==> src/rtl/reaction_pkg.sv <==
// Shared types and constants for the reaction-timer control stage.
package reaction_pkg;

  typedef enum logic [1:0] {
    IDLE   = 2'b00,
    WAIT   = 2'b01,
    TIMING = 2'b10,
    DONE   = 2'b11
  } state_t;

  localparam logic [11:0] BCD_OVF   = 12'hFFF;
  localparam logic [11:0] BCD_MAX   = 12'h999;
  localparam logic [15:0] LFSR_SEED = 16'hACE1;

  // Fibonacci LFSR, taps 16/14/13/11, shifting toward the MSB.
  function automatic logic [15:0] lfsr_next(input logic [15:0] v);
    return {v[14:0], v[15] ^ v[13] ^ v[12] ^ v[10]};
  endfunction

endpackage

==> src/rtl/bcd_counter3.sv <==
// Three-digit ripple BCD counter that saturates to the all-F sentinel.
module bcd_counter3
  import reaction_pkg::*;
(
  input  logic        clk,
  input  logic        rst,
  input  logic        clr,
  input  logic        sat,
  input  logic        inc,
  output logic [11:0] bcd,
  output logic        ovf
);

  logic [11:0] bcd_inc;

  assign ovf = (bcd == BCD_OVF);

  // Decimal ripple: a digit at 9 wraps to 0 and carries into the next digit.
  always_comb begin
    bcd_inc = bcd;
    if (bcd[3:0] != 4'd9) begin
      bcd_inc[3:0] = bcd[3:0] + 4'd1;
    end else begin
      bcd_inc[3:0] = 4'd0;
      if (bcd[7:4] != 4'd9) begin
        bcd_inc[7:4] = bcd[7:4] + 4'd1;
      end else begin
        bcd_inc[7:4]  = 4'd0;
        bcd_inc[11:8] = bcd[11:8] + 4'd1;
      end
    end
  end

  always_ff @(posedge clk or negedge rst) begin
    if (!rst) begin
      bcd <= 12'h000;
    end else if (clr) begin
      bcd <= 12'h000;
    end else if (sat) begin
      bcd <= BCD_OVF;
    end else if (inc) begin
      if (ovf || bcd == BCD_MAX) bcd <= BCD_OVF;
      else                       bcd <= bcd_inc;
    end
  end

endmodule

==> src/rtl/reaction_timer_ctrl.sv <==
// Reaction-timer control: game FSM, 1 ms prescaler, random-delay LFSR and
// the BCD millisecond count feeding the display stage.
module reaction_timer_ctrl
  import reaction_pkg::*;
#(
  parameter int CLK_HZ      = 100_000_000,
  parameter int TIC_DIV     = CLK_HZ / 1000,
  parameter int MIN_WAIT_MS = 2000,
  parameter int RAND_BITS   = 12
) (
  input  logic        clk,
  input  logic        rst,
  input  logic        start,
  input  logic        stop,
  input  logic        clr,
  output logic        tic_ms,
  output logic [1:0]  state_system,
  output logic [11:0] bcd,
  output logic        stim_led
);

  localparam int PRE_W  = (TIC_DIV > 1) ? $clog2(TIC_DIV) : 1;
  localparam int WAIT_W = $clog2(MIN_WAIT_MS + (1 << RAND_BITS)) + 1;
  localparam logic [PRE_W-1:0] PRE_LAST = PRE_W'(TIC_DIV - 1);

  state_t            state;
  logic [PRE_W-1:0]  pre_cnt;
  logic [15:0]       lfsr;
  logic [WAIT_W-1:0] wait_cnt;
  logic [WAIT_W-1:0] wait_ms;
  logic [WAIT_W-1:0] wait_next;
  logic              go_timing;
  logic              cnt_clr;
  logic              cnt_sat;
  logic              cnt_inc;
  logic              bcd_ovf;

  assign state_system = state;
  assign wait_next    = wait_cnt + WAIT_W'(1);

  // Event decode with priority clr > stop > start > tic_ms.
  assign go_timing = (state == WAIT) && !clr && !stop && tic_ms && (wait_next == wait_ms);
  assign cnt_clr   = clr || ((state == IDLE) && start) || go_timing;
  assign cnt_sat   = !clr && (state == WAIT) && stop;
  assign cnt_inc   = !clr && !stop && (state == TIMING) && tic_ms && !bcd_ovf;

  // Restarting the prescaler on TIMING entry makes every reaction start on a
  // full millisecond boundary.
  always_ff @(posedge clk or negedge rst) begin
    if (!rst) begin
      pre_cnt <= '0;
      tic_ms  <= 1'b0;
    end else begin
      tic_ms <= (pre_cnt == PRE_LAST);
      if (go_timing || pre_cnt == PRE_LAST) pre_cnt <= '0;
      else                                  pre_cnt <= pre_cnt + PRE_W'(1);
    end
  end

  always_ff @(posedge clk or negedge rst) begin
    if (!rst) lfsr <= LFSR_SEED;
    else      lfsr <= lfsr_next(lfsr);
  end

  always_ff @(posedge clk or negedge rst) begin
    if (!rst) begin
      state    <= IDLE;
      wait_cnt <= '0;
      wait_ms  <= '0;
      stim_led <= 1'b0;
    end else if (clr) begin
      state    <= IDLE;
      wait_cnt <= '0;
      stim_led <= 1'b0;
    end else begin
      case (state)
        IDLE: begin
          if (start) begin
            state    <= WAIT;
            wait_cnt <= '0;
            wait_ms  <= WAIT_W'(MIN_WAIT_MS) + WAIT_W'(lfsr[RAND_BITS-1:0]);
          end
        end
        WAIT: begin
          if (stop) begin
            state <= DONE;
          end else if (go_timing) begin
            state    <= TIMING;
            stim_led <= 1'b1;
          end else if (tic_ms) begin
            wait_cnt <= wait_next;
          end
        end
        TIMING: begin
          if (stop || (tic_ms && bcd == BCD_MAX)) begin
            state    <= DONE;
            stim_led <= 1'b0;
          end
        end
        DONE: begin
        end
        default: begin
          state    <= IDLE;
          stim_led <= 1'b0;
        end
      endcase
    end
  end

  bcd_counter3 u_bcd (
    .clk (clk),
    .rst (rst),
    .clr (cnt_clr),
    .sat (cnt_sat),
    .inc (cnt_inc),
    .bcd (bcd),
    .ovf (bcd_ovf)
  );

endmodule

==> config.mk <==
export PLATFORM = sky130hd
export DESIGN_NAME = reaction_timer_ctrl
export DESIGN_NICKNAME = d
export VERILOG_FILES = /design/src/rtl/reaction_pkg.sv /design/src/rtl/bcd_counter3.sv /design/src/rtl/reaction_timer_ctrl.sv
export SDC_FILE = /design/constraint.sdc
export NUM_CORES = 1
export LEC_CHECK = 0
export ABC_AREA = 1
export ABC_CLOCK_PERIOD_IN_PS = 2000
export BUFFER_PORTS_ARGS = -buffer_cell sky130_fd_sc_hd__buf_2
export CAP_MARGIN = 20
export CORE_MARGIN = 5
export CORE_UTILIZATION = 54
export DETAILED_ROUTE_END_ITERATION = 10
export PLACE_DENSITY = 0.79
export SETUP_SLACK_MARGIN = 0.1
export SLEW_MARGIN = 20
export SYNTH_ARGS = -nofsm -noshare
export SYNTH_HDL_FRONTEND = slang
export SYNTH_SLANG_ARGS = --single-unit
==> constraint.sdc <==
create_clock -name clk -period 2 [get_ports clk]
set_clock_uncertainty 0.05 [all_clocks]
set_input_delay 0.4 -clock clk [delete_from_list [all_inputs] [get_ports clk]]
set_output_delay 0.4 -clock clk [all_outputs]
set_load 0.02 [all_outputs]
==> flow_summary_export.csv, run 1 <==
group,metric,value,unit
hold_path,hold_path_class,"reg2reg",
detailed_routing,dr.first_iter.drc_count,223,
timing,drv_slew,0,
synthesis,syn_area,4220,µm²
global_route,grt_max_degree,37,
placed_design,dpl_cell_area,4840,µm²
setup_path,critPathBufInv,3,
floorplan,initial_core_util,54.9,%
synthesis,synth_cell_types,45,
placed_design,place.detailed.hpwl,7310,µm
setup_path,startpoint_type,"flip-flop",
global_route,antenna_found_initial,0,
timing,setup_violations,43,
setup_path,crit_top_cell,"buf_4",
floorplan,fp.dieW,98.4,µm
placed_design,place.gp.congestion,0.871,
job,cap_violations,0,
floorplan,io_pins,21,
final_layout,antenna_cells,0,
floorplan,die_h,98.4,µm
detailed_routing,drt_pass1_iterations,5,
setup_path,required,2.19,ns
placed_design,portBuffers,20,
run_status,status,"finished with violations",
clock_tree,insertion_delay,0.36,ns
power,switchingPower,1.67,mW
synthesis,ys_warn_count,0,
synthesis,syn-num-nets,551,
global_route,grt_pass1_wl,18400,µm
setup_path,worstSetupPathType,"reg2reg",
power,combPwrFrac,30.3,%
detailed_routing,route.detailed.drc,0,
power,p_leak,2.59,nW
timing,period_share,112,%
power,seq_power_share,38.2,%
final_layout,area_delta_synth_final,30.2,%
timing,fmax,447,MHz
timing,holdWs,0.332,ns
final_layout,design_area,5500,µm²
setup_path,max_stage_delay,0.41,ns
global_route,overflow,0,
synthesis,seq_area_frac_synth,45.3,%
power,power_density,894,nW/µm²
setup_path,worstPathCellList,"ha_4 -> nand2_4 -> nor2_4 -> nand3_2 -> xor3_1 -> nand2_1 -> nor2_1 -> nand2_2 -> buf_4 -> buf_4 -> buf_4 -> and3_1",
setup_path,cp_top_family,"simple AND/OR/NAND/NOR gates",
setup_path,critPathCaptureType,"flip-flop",
timing,worst_slack,-0.236,ns
timing,slew_headroom,65.8,%
timing,hold_viol,0,
detailed_routing,wl_per_cell,15.0,µm
timing,finalSetupTns,-5.35,ns
detailed_routing,drt.antenna.violating_nets,0,
synthesis,netlist_instances,538,
setup_path,path_max_fanout,4,
power,switching_share,33.9,%
detailed_routing,vias,4006,
clock_tree,cts_tree,"yes",
synthesis,syn_area_per_cell,7.85,µm²
synthesis,synth-main-ff-cell,"dfrtp_1",
setup_path,timing.critical_path.slowest_stage_cell,"dfrtp_1",
synthesis,synth-async-reset-ratio,100,%
floorplan,rows,32,
timing,worstMarginPinSlew,0.508,ns
clock_tree,cts-root-buf,"clkbuf_8",
power,vdd_drop_max,0.000644,V
global_route,grt_pass1_vias,3980,
detailed_routing,viasPerCell,5.44,
floorplan,fp.coreArea,7690,µm²
detailed_routing,wirelength,11000,µm
timing,rsz0062_at_grt,"true",
floorplan,die-area,9690,µm²
power,pwr-share-clk,31.5,%
final_layout,drive_above_1_share,29.1,%
final_layout,fin_nets,643,
clock_tree,cts_buffers,9,
global_route,grtUsageTotal,23.1,%
setup_path,worstPathArrival,2.42,ns
clock_tree,clockBufferDepth,2,
clock_tree,numClockSinks,76,
clock_tree,htreeDepth,3,
synthesis,synth_edf_count,0,
synthesis,ys_ff_latch,76,
clock_tree,clkSlewWorstSetupHoldPaths,0.08,ns
placed_design,place_ws,-0.208,ns
run_status,violations,"negative setup slack",
timing,min_period,2.24,ns
power,intPower,3.25,mW
[Yosys cell counts, types with 5 or more instances]
master	number	area [µm²]
nand2_1	134	503
dfrtp_1	68	1700
inv_1	66	248
nor2_1	55	206
nand3_1	49	245
o21ai_0	29	145
o21ai_1	18	90.1
a21oi_1	13	65.1
xor2_1	12	105
nor3_1	10	50.1
dfstp_2	8	210
ha_1	8	100
nand4_1	6	37.5
xnor2_1	5	43.8
[power groups by stage]
| stage | combinational [mW] | sequential [mW] | clock [mW] |
|---|---|---|---|
| 2_1_floorplan | 0.750 | 1.99 | 0 |
| 3_3_place_gp | 1.33 | 1.87 | 0 |
| 3_5_place_dp | 1.36 | 1.89 | 0 |
| 4_1_cts | 1.42 | 1.86 | 1.57 |
| 5_1_grt | 1.64 | 1.91 | 1.64 |
| 6_report | 1.49 | 1.88 | 1.55 |
[state kept, by name, indices dropped and copies added, names as in the netlist]
register	count
pre_cnt	17
lfsr	16
wait_cnt	14
wait_ms	13
u_bcd.bcd	12
state_system	2
stim_led	1
tic_ms	1
[per-stage QoR]
step                      power (mW)  instances  utilization (%)
final                           4.92        737             71.5
after global routing            5.18        737             71.5
after CTS                       4.85        731             69.1
after detailed placement        3.25        702             63.0
after global placement          3.20        702             63.0
after floorplan                 2.74        538                -
[cell type report]
type	count	area (µm²)
multi-input cells	387	2280
clock inverters	6	136
repair buffers	87	648
inverters	69	262
fillers	561	2190
clock buffers	10	128
well taps	102	128
flip-flops and latches	76	1920
[timing repair]
action,in CTS,in global routing
cloned,0,0
pin swaps,20,18
setup buffers,12,6
resized for setup,28,35
setup endpoints to repair,46,46
hold endpoints to repair,33,0
hold buffers,1,0
[placed cells by master, fill, tap and decap left out, types with 4 or more instances in the layout]
cell type / Yosys / routed
buf_2: 1 / 19
dfstp_2: 8 / 8
dfrtp_2: 0 / 4
nor3_1: 10 / 8
nor2_4: 3 / 7
xor2_1: 12 / 11
inv_1: 66 / 64
nor4_1: 4 / 4
xnor2_1: 5 / 5
o21ai_0: 29 / 26
a21oi_1: 13 / 12
o21ai_1: 18 / 19
nor2_2: 3 / 11
nand2_1: 134 / 120
inv_2: 2 / 4
nor2_1: 55 / 43
nand4_1: 6 / 6
nand2_4: 2 / 4
nand2_2: 4 / 15
nand3_1: 49 / 44
clkbuf_8: 0 / 9
ha_1: 8 / 5
dfrtp_1: 68 / 64
buf_4: 0 / 61
bufinv_16: 0 / 4
buf_6: 3 / 4
nand3_2: 3 / 5
[metal layers]
layer	vias to the layer above	part of all wire, %	track usage, %
met1	1928	41	29.3
li1	1930	-	-
met5	-	0	0
met2	121	52	39.3
met3	27	4.7	3.54
met4	0	2.3	9.98
[kinds of logic after synthesis]
logic type | after synthesis | synth area share (%)
compound gates | 72 | 9.45
xor+xnor | 18 | 4.09
fa+ha+maj | 8 | 2.37
buf+inv | 75 | 7.29
flops | 76 | 45.3
simple gates | 289 | 31.5
[final timing paths]
| check | from | to | slack, ns | depth (start not counted) |
|---|---|---|---|---|
| min reg2reg | lfsr[1] | lfsr[2] | 0.33 | 0 |
| min | lfsr[1] | lfsr[2] | 0.33 | 0 |
| max | wait_cnt[1] | pre_cnt[4] | -0.24 | 12 |
| max reg2reg | wait_cnt[1] | pre_cnt[4] | -0.24 | 12 |
| max in group asynchronous | rst | lfsr[13] | 0.79 | 3 |
| min in group asynchronous | rst | wait_cnt[6] | 0.50 | 2 |
Note: power is estimated with default switching activity, not from simulation.
==> run 2, diff against run 1 <==
- ABC_CLOCK_PERIOD_IN_PS: 2000 -> 2700
- CAP_MARGIN: 20 -> not set
- PLACE_DENSITY: 0.79 -> 0.77
- clock period: 2 -> 2.7 ns (I/O delays scaled with it)
==> flow_summary_export.csv, run 2 (same netlist as run 1, synthesis figures left out) <==
group,metric,value,unit
run_status,status,"completed",
final_layout,utilization,60.1,%
clock_tree,htreeDepth,3,
floorplan,rows,32,
final_layout,largest_reg_flops,17,
detailed_routing,wirelength,9050,µm
global_route,grt_max_degree,77,
floorplan,io_pins,21,
floorplan,fp.dieW,98.4,µm
timing,worst_slack,0.317,ns
final_layout,register_area,1910,µm²
global_route,grt_pass1_wl,15700,µm
power,vdd_drop_max,0.000385,V
detailed_routing,vias,3590,
hold_path,hold_path_class,"in2async",
final_layout,multi_input_area,2010,µm²
power,p_leak,2.18,nW
global_route,antenna_found_initial,0,
setup_path,path_max_fanout,13,
final_layout,fillers,712,
floorplan,die_h,98.4,µm
timing,rsz0062_at_grt,"false",
setup_path,worstPathCellList,"ha_1 -> nand3_1 -> nor2_1 -> nand3_1 -> nand2_1 -> nand2_1 -> nand2_1 -> nand3_1 -> nor2_1 -> nand2_4 -> nand2b_1 -> buf_4 -> a21oi_1 -> o21a_1",
placed_design,place_ws,0.240,ns
detailed_routing,drt.antenna.violating_nets,0,
setup_path,startpoint_type,"flip-flop",
clock_tree,clockBufferDepth,2,
timing,period_share,88.3,%
timing,min_period,2.38,ns
floorplan,fp.coreArea,7690,µm²
clock_tree,clkSlewWorstSetupHoldPaths,0.09,ns
floorplan,initial_core_util,54.9,%
final_layout,biggestRegsByFlops,"pre_cnt (17), lfsr (16), wait_cnt (14)",
detailed_routing,dr.first_iter.drc_count,137,
placed_design,dp_cells,657,
final_layout,antenna_cells,0,
final_layout,regMostFlops,"pre_cnt",
setup_path,max_stage_delay,0.46,ns
setup_path,critPathBufInv,1,
final_layout,layout_commonest_cell,"nand2_1",
placed_design,portBuffers,20,
power,power_density,656,nW/µm²
clock_tree,numClockSinks,76,
final_layout,fin_nets,579,
global_route,grt_pass1_vias,3439,
detailed_routing,viasPerCell,5.33,
final_layout,finalNonFillerCells,673,
final_layout,final_cell_mix,"nand2_1 (134), dfrtp_1 (68), inv_1 (66)",
clock_tree,cts_tree,"yes",
setup_path,cp_top_family,"simple AND/OR/NAND/NOR gates",
final_layout,area_delta_synth_final,9.42,%
floorplan,die-area,9690,µm²
final_layout,drive_above_1_share,13.0,%
setup_path,timing.critical_path.slowest_stage_cell,"dfrtp_1",
detailed_routing,drt_pass1_iterations,4,
placed_design,place.detailed.hpwl,6600,µm
timing,drv_slew,0,
detailed_routing,wl_per_cell,13.4,µm
timing,fmax,420,MHz
detailed_routing,route.detailed.drc,0,
clock_tree,insertion_delay,0.36,ns
setup_path,worstPathArrival,2.59,ns
placed_design,place.gp.congestion,0.902,
timing,finalSetupTns,0,ns
job,cap_violations,0,
global_route,grtUsageTotal,19.9,%
timing,slew_headroom,37.4,%
setup_path,worstSetupPathType,"reg2reg",
clock_tree,postCtsHoldBufs,0,
global_route,overflow,0,
setup_path,critPathCaptureType,"flip-flop",
clock_tree,cts-root-buf,"clkbuf_8",
clock_tree,cts_buffers,9,
timing,worstMarginPinSlew,0.939,ns
timing,hold_viol,0,
setup_path,required,2.91,ns
timing,setup_violations,0,
[run 2: cell count changes in the layout (fill, tap and decap cells not counted), moves of 5 or more]
| cell | delta |
|---|---|
| buf_4 | -57 |
| nor2_2 | -6 |
| nand3_1 | +5 |
| nor2_1 | +10 |
| nand2_2 | -12 |
| nand2_1 | +14 |
[run 2: timing repair]
action                                  4_1_cts  5_1_grt
gates resized for setup                       0        3
endpoints found under the setup margin        0       28
buffers inserted                              0        0
[run 2: final timing paths]
path | endpoint | slack, ns | startpoint | cells past startpoint
min reg2reg | lfsr[15] | 0.31 | lfsr[14] | 0
min in group clk | lfsr[15] | 0.31 | lfsr[14] | 0
max | pre_cnt[13] | 0.32 | wait_cnt[0] | 14
min | lfsr[1] | 0.26 | rst | 1
max reg2reg | pre_cnt[13] | 0.32 | wait_cnt[0] | 14
max in group asynchronous | stim_led | 1.72 | rst | 1
[run 2: through the flow]
stage / instance area (µm²) / hold slack (ns) / power [mW]
finish: 4620 / 0.260 / 3.03
global route: 4620 / 0.338 / 3.24
CTS: 4610 / 0.301 / 3.05
detailed placement: 4430 / 0.289 / 2.23
floorplan: 4220 / 0.194 / 1.99
global placement: 4430 / 0.286 / 2.20
[run 2: worst reg2reg max path, cell delays in order (launching register included)]
cell	delay, ns
dfrtp_1	0.46
ha_1	0.27
nand3_1	0.11
nor2_1	0.15
nand3_1	0.12
nand2_1	0.11
nand2_1	0.05
nand2_1	0.08
nand3_1	0.07
nor2_1	0.18
nand2_4	0.16
nand2b_1	0.11
buf_4	0.19
a21oi_1	0.06
o21a_1	0.10
[run 2: per-layer routing]
layer | part of all wire (%) | GRT usage (%)
met5 | 0 | 0
met3 | 3.6 | 5.45
met4 | 1.2 | 4.83
met1 | 45 | 25.3
met2 | 50 | 33.8
[run 2: report_power, final]
| group | switching, mW | total [mW] | leakage (nW) | internal [mW] |
|---|---|---|---|---|
| clock network | 0.477 | 0.821 | 0.0829 | 0.344 |
| logic | 0.544 | 0.825 | 1.12 | 0.281 |
| registers | 0.137 | 1.39 | 0.978 | 1.25 |
| total | 1.16 | 3.03 | 2.18 | 1.87 |
[run 2: layout make-up]
cell class,count,share of cell area [%]
Clock buffer,9,2.68
Clock inverter,7,1.25
Inverter,69,5.66
Multi-Input combinational cell,387,43.6
Sequential cell,76,41.4
Tap cell,102,2.76
Timing Repair Buffer,23,2.71
